<file path="config.mk">
export PLATFORM = sky130hd
export DESIGN_NAME = acc_mul_responder
export DESIGN_NICKNAME = d
export VERILOG_FILES = /design/src/rtl/acc_mul_pkg.sv /design/src/rtl/acc_mul_pipe.sv /design/src/rtl/acc_mul_responder.sv
export SDC_FILE = /design/constraint.sdc
export NUM_CORES = 2
export LEC_CHECK = 0
export ABC_AREA = 1
export CELL_PAD_IN_SITES_DETAIL_PLACEMENT = 1
export CELL_PAD_IN_SITES_GLOBAL_PLACEMENT = 2
export CORE_MARGIN = 1
export CORE_UTILIZATION = 25
export CTS_CLUSTER_DIAMETER = 200
export DETAILED_ROUTE_END_ITERATION = 10
export HOLD_SLACK_MARGIN = 0.05
export PLACE_DENSITY = 0.55
export SYNTH_ARGS = -nofsm -noshare
export SYNTH_HDL_FRONTEND = slang
export SYNTH_HIERARCHICAL = 1
export SYNTH_SLANG_ARGS = --single-unit
</file>
<file path="constraint.sdc">
create_clock -name clk_i -period 18.7 [get_ports clk_i]
set_input_delay 5.61 -clock clk_i [delete_from_list [all_inputs] [get_ports clk_i]]
set_output_delay 5.61 -clock clk_i [all_outputs]
set_load 0.02 [all_outputs]
</file>
<file path="src/rtl/acc_mul_pkg.sv">
// Shared definitions for the ACC_BUS multiply responder.
// Holds the instruction-field constants, the internal operation encoding and
// the response record that travels through the pipeline and response FIFO.
// The record widths match the responder's default DataWidth/IdWidth; change
// them together.
package acc_mul_pkg;

    localparam int RSP_DATA_W = 32;
    localparam int RSP_ID_W   = 5;

    localparam logic [6:0] OPCODE_OP      = 7'b0110011;
    localparam logic [6:0] OPCODE_CUSTOM0 = 7'b0001011;
    localparam logic [6:0] FUNCT7_MULDIV  = 7'b0000001;

    localparam logic [2:0] F3_MUL    = 3'b000;
    localparam logic [2:0] F3_MULH   = 3'b001;
    localparam logic [2:0] F3_MULHSU = 3'b010;
    localparam logic [2:0] F3_MULHU  = 3'b011;
    localparam logic [2:0] F3_MULW2  = 3'b000;

    typedef enum logic [2:0] {
        OP_MUL,
        OP_MULH,
        OP_MULHSU,
        OP_MULHU,
        OP_MULW2,
        OP_ERR
    } op_e;

    typedef struct packed {
        logic [RSP_DATA_W-1:0] data0;
        logic [RSP_DATA_W-1:0] data1;
        logic                  dual;
        logic [RSP_ID_W-1:0]   id;
        logic                  error;
    } rsp_t;

endpackage

</file>
<file path="src/rtl/acc_mul_pipe.sv">
// Fixed-latency multiply pipeline.
// The product is formed combinationally at the input and then carried through
// Latency register stages, so synthesis is free to retime the multiplier
// across them. Unsupported ops travel as error records to keep ordering.
// Ports:
//   clk_i, rst_i        clock, synchronous active-high reset
//   valid_i             request enters the pipe this cycle
//   op_i                decoded operation
//   arga_i, argb_i      rs1 / rs2 operands
//   id_i                transaction ID
//   valid_o, rsp_o      record leaving the last stage
module acc_mul_pipe
    import acc_mul_pkg::*;
#(
    parameter int DataWidth = RSP_DATA_W,
    parameter int IdWidth   = RSP_ID_W,
    parameter int Latency   = 2
) (
    input  logic                 clk_i,
    input  logic                 rst_i,
    input  logic                 valid_i,
    input  op_e                  op_i,
    input  logic [DataWidth-1:0] arga_i,
    input  logic [DataWidth-1:0] argb_i,
    input  logic [IdWidth-1:0]   id_i,
    output logic                 valid_o,
    output rsp_t                 rsp_o
);

    logic                        sign_a;
    logic                        sign_b;
    logic [DataWidth:0]          a_ext;
    logic [DataWidth:0]          b_ext;
    logic signed [2*DataWidth+1:0] prod;
    rsp_t                        rsp_d;

    logic [Latency-1:0]          vld_q;
    rsp_t                        rsp_q [Latency];

    always_comb begin
        sign_a = (op_i == OP_MULH) || (op_i == OP_MULHSU) || (op_i == OP_MULW2);
        sign_b = (op_i == OP_MULH) || (op_i == OP_MULW2);
    end

    // One extra bit per operand lets a single signed multiplier cover
    // signed, unsigned and mixed-sign operand pairs.
    assign a_ext = {sign_a & arga_i[DataWidth-1], arga_i};
    assign b_ext = {sign_b & argb_i[DataWidth-1], argb_i};
    assign prod  = $signed({{(DataWidth+1){a_ext[DataWidth]}}, a_ext})
                 * $signed({{(DataWidth+1){b_ext[DataWidth]}}, b_ext});

    always_comb begin
        rsp_d    = '0;
        rsp_d.id = id_i;
        case (op_i)
            OP_MUL:                      rsp_d.data0 = prod[DataWidth-1:0];
            OP_MULH, OP_MULHSU, OP_MULHU: rsp_d.data0 = prod[2*DataWidth-1:DataWidth];
            OP_MULW2: begin
                rsp_d.data0 = prod[DataWidth-1:0];
                rsp_d.data1 = prod[2*DataWidth-1:DataWidth];
                rsp_d.dual  = 1'b1;
            end
            default:                     rsp_d.error = 1'b1;
        endcase
    end

    always_ff @(posedge clk_i) begin
        if (rst_i) begin
            vld_q <= '0;
        end else begin
            vld_q[0] <= valid_i;
            for (int i = 1; i < Latency; i++) begin
                vld_q[i] <= vld_q[i-1];
            end
        end
    end

    // Payload needs no reset: it is only observed alongside its valid bit.
    always_ff @(posedge clk_i) begin
        rsp_q[0] <= rsp_d;
        for (int i = 1; i < Latency; i++) begin
            rsp_q[i] <= rsp_q[i-1];
        end
    end

    assign valid_o = vld_q[Latency-1];
    assign rsp_o   = rsp_q[Latency-1];

    logic unused_prod_hi;
    assign unused_prod_hi = ^prod[2*DataWidth+1:2*DataWidth];

endmodule

</file>
<file path="src/rtl/acc_mul_responder.sv">
// ACC_BUS offload responder executing RV M-extension multiplies.
// Q-channel requests are decoded, run through a fixed-latency pipeline and
// returned on the P channel through an in-order response FIFO. Admission is
// credit based (pipeline + FIFO occupancy), so the FIFO never overflows.
// Optional feature macro ACC_MUL_DUAL_WB_EN enables custom-0 MULW2, which
// returns the full signed product on p_data0_o/p_data1_o.
// Ports:
//   clk_i, rst_i                 clock, synchronous active-high reset
//   q_addr_i, q_data_op_i        target address, instruction word
//   q_data_arga/argb/argc_i      rs1 / rs2 / rs3 (rs3 unused)
//   q_id_i, q_valid_i, q_ready_o request ID and handshake
//   p_data0_o, p_data1_o         result low / high word
//   p_dual_writeback_o           p_data1_o carries data
//   p_id_o, p_error_o            echoed ID, unsupported op / address
//   p_valid_o, p_ready_i         response handshake
module acc_mul_responder
    import acc_mul_pkg::*;
#(
    parameter int DataWidth = RSP_DATA_W,
    parameter int AddrWidth = 2,
    parameter int IdWidth   = RSP_ID_W,
    parameter int AccAddr   = 0,
    parameter int Latency   = 2,
    parameter int FifoDepth = 4
) (
    input  logic                 clk_i,
    input  logic                 rst_i,
    input  logic [AddrWidth-1:0] q_addr_i,
    input  logic [31:0]          q_data_op_i,
    input  logic [DataWidth-1:0] q_data_arga_i,
    input  logic [DataWidth-1:0] q_data_argb_i,
    input  logic [DataWidth-1:0] q_data_argc_i,
    input  logic [IdWidth-1:0]   q_id_i,
    input  logic                 q_valid_i,
    output logic                 q_ready_o,
    output logic [DataWidth-1:0] p_data0_o,
    output logic [DataWidth-1:0] p_data1_o,
    output logic                 p_dual_writeback_o,
    output logic [IdWidth-1:0]   p_id_o,
    output logic                 p_error_o,
    output logic                 p_valid_o,
    input  logic                 p_ready_i
);

    localparam int PtrW = (FifoDepth > 1) ? $clog2(FifoDepth) : 1;
    localparam int CntW = $clog2(FifoDepth + 1);

    logic [6:0]      opcode;
    logic [2:0]      funct3;
    logic [6:0]      funct7;
    logic            addr_hit;
    op_e             op_sel;

    logic            accept;
    logic            pop;
    logic            push;
    rsp_t            pipe_rsp;

    rsp_t            mem [FifoDepth];
    logic [PtrW-1:0] wr_q;
    logic [PtrW-1:0] rd_q;
    logic [CntW-1:0] cnt_q;
    logic [CntW-1:0] occ_q;
    logic            rdy_q;
    rsp_t            head;

    assign opcode   = q_data_op_i[6:0];
    assign funct3   = q_data_op_i[14:12];
    assign funct7   = q_data_op_i[31:25];
    assign addr_hit = (q_addr_i == AddrWidth'(AccAddr));

    always_comb begin
        op_sel = OP_ERR;
        if (addr_hit) begin
            if (opcode == OPCODE_OP && funct7 == FUNCT7_MULDIV) begin
                case (funct3)
                    F3_MUL:    op_sel = OP_MUL;
                    F3_MULH:   op_sel = OP_MULH;
                    F3_MULHSU: op_sel = OP_MULHSU;
                    F3_MULHU:  op_sel = OP_MULHU;
                    default:   op_sel = OP_ERR;
                endcase
            end
`ifdef ACC_MUL_DUAL_WB_EN
            else if (opcode == OPCODE_CUSTOM0 && funct3 == F3_MULW2) begin
                op_sel = OP_MULW2;
            end
`endif
        end
    end

    // q_ready_o depends only on registers; rdy_q holds it low during reset.
    assign q_ready_o = rdy_q && (occ_q < CntW'(FifoDepth));
    assign p_valid_o = (cnt_q != '0);
    assign accept    = q_valid_i && q_ready_o;
    assign pop       = p_valid_o && p_ready_i;

    acc_mul_pipe #(
        .DataWidth (DataWidth),
        .IdWidth   (IdWidth),
        .Latency   (Latency)
    ) u_pipe (
        .clk_i   (clk_i),
        .rst_i   (rst_i),
        .valid_i (accept),
        .op_i    (op_sel),
        .arga_i  (q_data_arga_i),
        .argb_i  (q_data_argb_i),
        .id_i    (q_id_i),
        .valid_o (push),
        .rsp_o   (pipe_rsp)
    );

    function automatic logic [PtrW-1:0] ptr_inc(input logic [PtrW-1:0] p);
        return (p == PtrW'(FifoDepth - 1)) ? '0 : p + 1'b1;
    endfunction

    always_ff @(posedge clk_i) begin
        if (rst_i) begin
            wr_q  <= '0;
            rd_q  <= '0;
            cnt_q <= '0;
            occ_q <= '0;
            rdy_q <= 1'b0;
        end else begin
            rdy_q <= 1'b1;
            if (push) wr_q <= ptr_inc(wr_q);
            if (pop)  rd_q <= ptr_inc(rd_q);
            case ({push, pop})
                2'b10:   cnt_q <= cnt_q + 1'b1;
                2'b01:   cnt_q <= cnt_q - 1'b1;
                default: cnt_q <= cnt_q;
            endcase
            // Occupancy counts requests from acceptance until their pop.
            case ({accept, pop})
                2'b10:   occ_q <= occ_q + 1'b1;
                2'b01:   occ_q <= occ_q - 1'b1;
                default: occ_q <= occ_q;
            endcase
        end
    end

    always_ff @(posedge clk_i) begin
        if (push) mem[wr_q] <= pipe_rsp;
    end

    assign head = mem[rd_q];

    // Outputs are gated with p_valid_o so they read zero whenever idle.
    assign p_data0_o = p_valid_o ? head.data0 : '0;
    assign p_id_o    = p_valid_o ? head.id    : '0;
    assign p_error_o = p_valid_o & head.error;

`ifdef ACC_MUL_DUAL_WB_EN
    assign p_data1_o          = p_valid_o ? head.data1 : '0;
    assign p_dual_writeback_o = p_valid_o & head.dual;

    logic unused_in;
    assign unused_in = ^{q_data_argc_i, q_data_op_i[24:15], q_data_op_i[11:7]};
`else
    assign p_data1_o          = '0;
    assign p_dual_writeback_o = 1'b0;

    logic unused_in;
    assign unused_in = ^{q_data_argc_i, q_data_op_i[24:15], q_data_op_i[11:7],
                         head.data1, head.dual};
`endif

endmodule

</file>
# --- Word level (Yosys, flattened, before mapping) ---
# Memory sizes are Yosys's and may differ from the RTL's. A register that Yosys moved wholly into a read port is not among the register bits.
# Cells that the tools add are included.
totals:
  ramBits: 426
  word_cells: 67
  reg_bits: 13
  n_memories: 2
memory_table:
  columns: ["memory", "words", "word_bits", "read_ports", "rd_ports_with_merged_regs", "wr", "line_no", "source"]
  rows:
  - ["mem", 4, 71, 1, 1, 1, "acc_mul_responder.sv:59", "rsp_t mem [FifoDepth];"]
  - ["u_pipe.rsp_q", 2, 71, 2, 0, 2, "acc_mul_pipe.sv:38", "rsp_t rsp_q [Latency];"]
op_classes:
  bitwise: 3
  n_lt_le_gt_ge: 1
  n_reduce_logical: 16
  add_sub_neg: 6
  eq_ne: 15
  mul: 1
  muxes: 17
op_table:
  columns: ["operator", "count"]
  rows:
  - ["$mul A33 B33 Y64", 1]
  - ["$pmux W32 S2", 1]
  - ["$mux W33", 1]
  - ["$mux W32", 1]
  - ["$eq A3 B2 Y1 const B", 4]
  - ["$pmux W3 S2", 2]
  - ["$pmux W3 S4", 1]
  - ["$eq A2 B2 Y1 const B", 4]
  - ["$mux W2", 4]
  - ["$eq A7 B1 Y1 const B", 1]
  - ["$eq A7 B6 Y1 const B", 1]
  - ["$add A3 B1 Y3 const B", 2]
  - ["$eq A3 B1 Y1 const B", 2]
  - ["$logic_not A3 Y1", 2]
  - ["$mux W3", 2]
  - ["$sub A3 B1 Y3 const B", 2]
  - ["$mux W5", 1]
  - ["$reduce_or A5 Y1", 1]
  - ["$add A2 B1 Y2 const B", 2]
  - ["$eq A2 B1 Y1 const B", 2]
  - ["$logic_and A1 B1 Y1", 4]
  - ["$mux W1", 4]
  - ["$reduce_bool A2 Y1", 2]
  - ["$and A1 B1 Y1", 3]
  - ["other kinds (7)", 9]

# --- Depth between registers and ports, before layout ---
depth:
  ltp_word: 10
  depth_mapped: 43
  depth_no_buf: 42

# --- Cells and area by module ---
# Netlist, hierarchy kept.
modules_own_cells:
  columns: ["mod", "instances", "cells_per_inst", "area_per_inst_um2"]
  rows:
  - ["acc_mul_pipe", 1, 5414, 44018.5]
  - ["acc_mul_responder", 1, 608, 6962.9]

# --- Least setup slack after synthesis ---
# No wires, ideal clock.
synth_timing:
  kind: "input port to flip-flop"
  start: "in q_data_op_i[6]"
  end: "mem u_pipe/rsp_q[0][70] (netlist bit)"
  arrival_time_ns: 13.235
  setup_slack_ns: 5.353
  n_path_buf: 1
  required_ns: 18.588
  path_stages: 34
  setup_time_ns: 0.112
  cell_sequence: "inv_1 nand2_1 nor2_1 nand3_1 nor3_1 nand3_2 nand3_4 nand2_1 inv_1 clkbuf_1 nand2_1 fa_1 inv_1 fa_1 inv_1 fa_1 inv_1 fa_1 fa_1 fa_1 fa_1 inv_1 fa_1 inv_1 ha_1 nand2_1 nor2_1 nand2_1 nor3_1 a21oi_1 nand3_1 nand2_1 nand2_1 nand2_1"
synth_lines:
  columns: ["item", "line_no", "source"]
  rows:
  - ["start: declaration", "acc_mul_responder.sv:29", "input logic [31:0] q_data_op_i,"]
  - ["end: declaration", "acc_mul_pipe.sv:38", null]

==> results_dict.tcl <==
set metrics [dict create \
    postSynthCellCount 5859 \
    grt_pass1_wl_um 254200 \
    die_h_um 445.4 \
    avgSynthCellArea_um2 8.390 \
    ff2ff_path_depth 13 \
    initial_core_util_pct 25.18 \
    clock_sinks 243 \
    cp-start-kind "input port" \
    cts_buffers 25 \
    routabilityCongestion 0.8720 \
    grt_pass1_vias 41133 \
    skew_ps 21.88 \
    drc 0 \
    die_w_um 445.4 \
    drt-total-wl_um 162200 \
    hold_viol 0 \
    ys_warn_count 6 \
    grt_use_total_pct 16.81 \
    min_path_cells 0 \
    postRouteAntennaNets 0 \
    tightest_slew_ps 1104 \
    overflow 0 \
    max_cap_viol_count 0 \
    final_area_mm2 0.05367 \
    clk_pin_slew_ps 60 \
    critPathKind "input port to register" \
    core-area_mm2 0.1952 \
    io_pins 212 \
    antenna_found_initial 6 \
    critPathMaxFanout 15 \
    clock_path_buffers 3 \
    grt_max_degree 77 \
    insertion_delay_ps 550 \
    place_area_mm2 0.05276 \
    fin_crit_ps 15850 \
    setup_viol 0 \
    max_freq_ghz 0.06309 \
    final_nets 7265 \
    fillers 23014 \
    crit_slowest_cell "fa_1" \
    port_buffers 131 \
    r2r_slack_ps 16870 \
    cts_tree "yes" \
    critPathTopFamily "adder cells" \
    detailed_place_hpwl_um 134500 \
    initialDrtViolationCount 1211 \
    min_period_over_period_pct 84.77 \
    drive_above_1_share_pct 3.777 \
    cts_resized 0 \
    rsz0062_at_grt "false" \
    syn_to_final_growth_pct 9.180 \
    die_area_mm2 0.1984 \
    core.rowCount 162 \
    outcome "complete, no violations" \
    slowest_delay_ps 920 \
    cp.required_ps 19150 \
    arrival_ps 16300 \
    r2r-start "cnt_q[1]$_SDFFE_PP0P_" \
    hold_start "u_pipe/rsp_q[0][48]$_DFF_P_" \
    hold_buffers 0 \
    final_cell_mix "inv_1, nand2_1, fa_1, nor2_1, ha_1" \
    cts_setup_buffers 0 \
    hold_class "register to register" \
    firstDrtPassIters 5 \
    layout_commonest_cell "inv_1" \
    post_drt_via_cell_ratio 4.230 \
    max_slew_margin_pct 26.39 \
    cts_root_buffer "clkbuf_16" \
    drv_slew 0 \
    path_buf_inv 8 \
    vias 35643 \
    wire_per_inst_um 19.25 \
    hold_end "u_pipe/rsp_q[0][119]$_DFF_P_" \
    fin_util_pct 27.50 \
    synth_area_mm2 0.04916 \
    finalSetupTns_ps 0 \
    h-tree-depth 1 \
    end_kind "register" \
    rr_endpoint "cnt_q[2]$_SDFFE_PP0P_" \
]
layout make-up:
type / count / area (µm²) / area share (%)
multi-input combinational: 3653 / 35050 / 65.31
tap: 2624 / 3283 / 6.117
inverter: 1646 / 6178 / 11.51
timing repair buffer: 211 / 1857 / 3.459
clock buffer: 34 / 818.3 / 1.525
sequential: 243 / 6387 / 11.90
clock inverter: 12 / 87.58 / 0.1632
antenna: 3 / 7.507 / 0.01399
sequential cells by signal, indices dropped and copies added, names as in the netlist, named ones only:
register	count
rd_q	2
u_pipe/rsp_q	76
cnt_q	3
mem	152
rdy_q	1
wr_q	2
occ_q	3
u_pipe/vld_q	2
through the flow:
step / hold WS (ps) / std cells / worst slack (ps)
after floorplan: 309.6 / 5891 / 5376
after global placement: 311.8 / 8377 / 2093
after detailed placement: 313.5 / 8377 / 2060
after CTS: 328.6 / 8423 / 2633
after global routing: 333.9 / 8424 / 2184
final: 327.4 / 8426 / 2849
how the worst max path moves through the flow:
stage	startpoint	end	slack, ps	cells past startpoint
4_1_cts	q_data_op_i[27]	u_pipe/rsp_q[0][70]$_DFF_P_	2630	34
3_5_place_dp	q_data_op_i[27]	u_pipe/rsp_q[0][70]$_DFF_P_	2060	34
5_1_grt	q_data_op_i[27]	u_pipe/rsp_q[0][66]$_DFF_P_	2180	34
2_1_floorplan	q_data_op_i[6]	u_pipe/rsp_q[0][70]$_DFF_P_	5380	34
6_report	q_data_op_i[27]	u_pipe/rsp_q[0][70]$_DFF_P_	2850	34
3_3_place_gp	q_data_op_i[27]	u_pipe/rsp_q[0][70]$_DFF_P_	2090	34
layer usage:
layer | routed length, µm | vias up | share of wire (%) | GRT usage, %
li1 | - | 16374 | - | -
met1 | 76940 | 18799 | 47 | 23.14
met2 | 80030 | 354 | 49 | 29.76
met3 | 3175 | 112 | 2.0 | 0.9567
met4 | 2075 | 4 | 1.3 | 1.871
met5 | 23 | - | 0.014 | 0
Power is not shown: default switching activity piles up to over one toggle a cycle in this logic, so the estimate is an artifact.
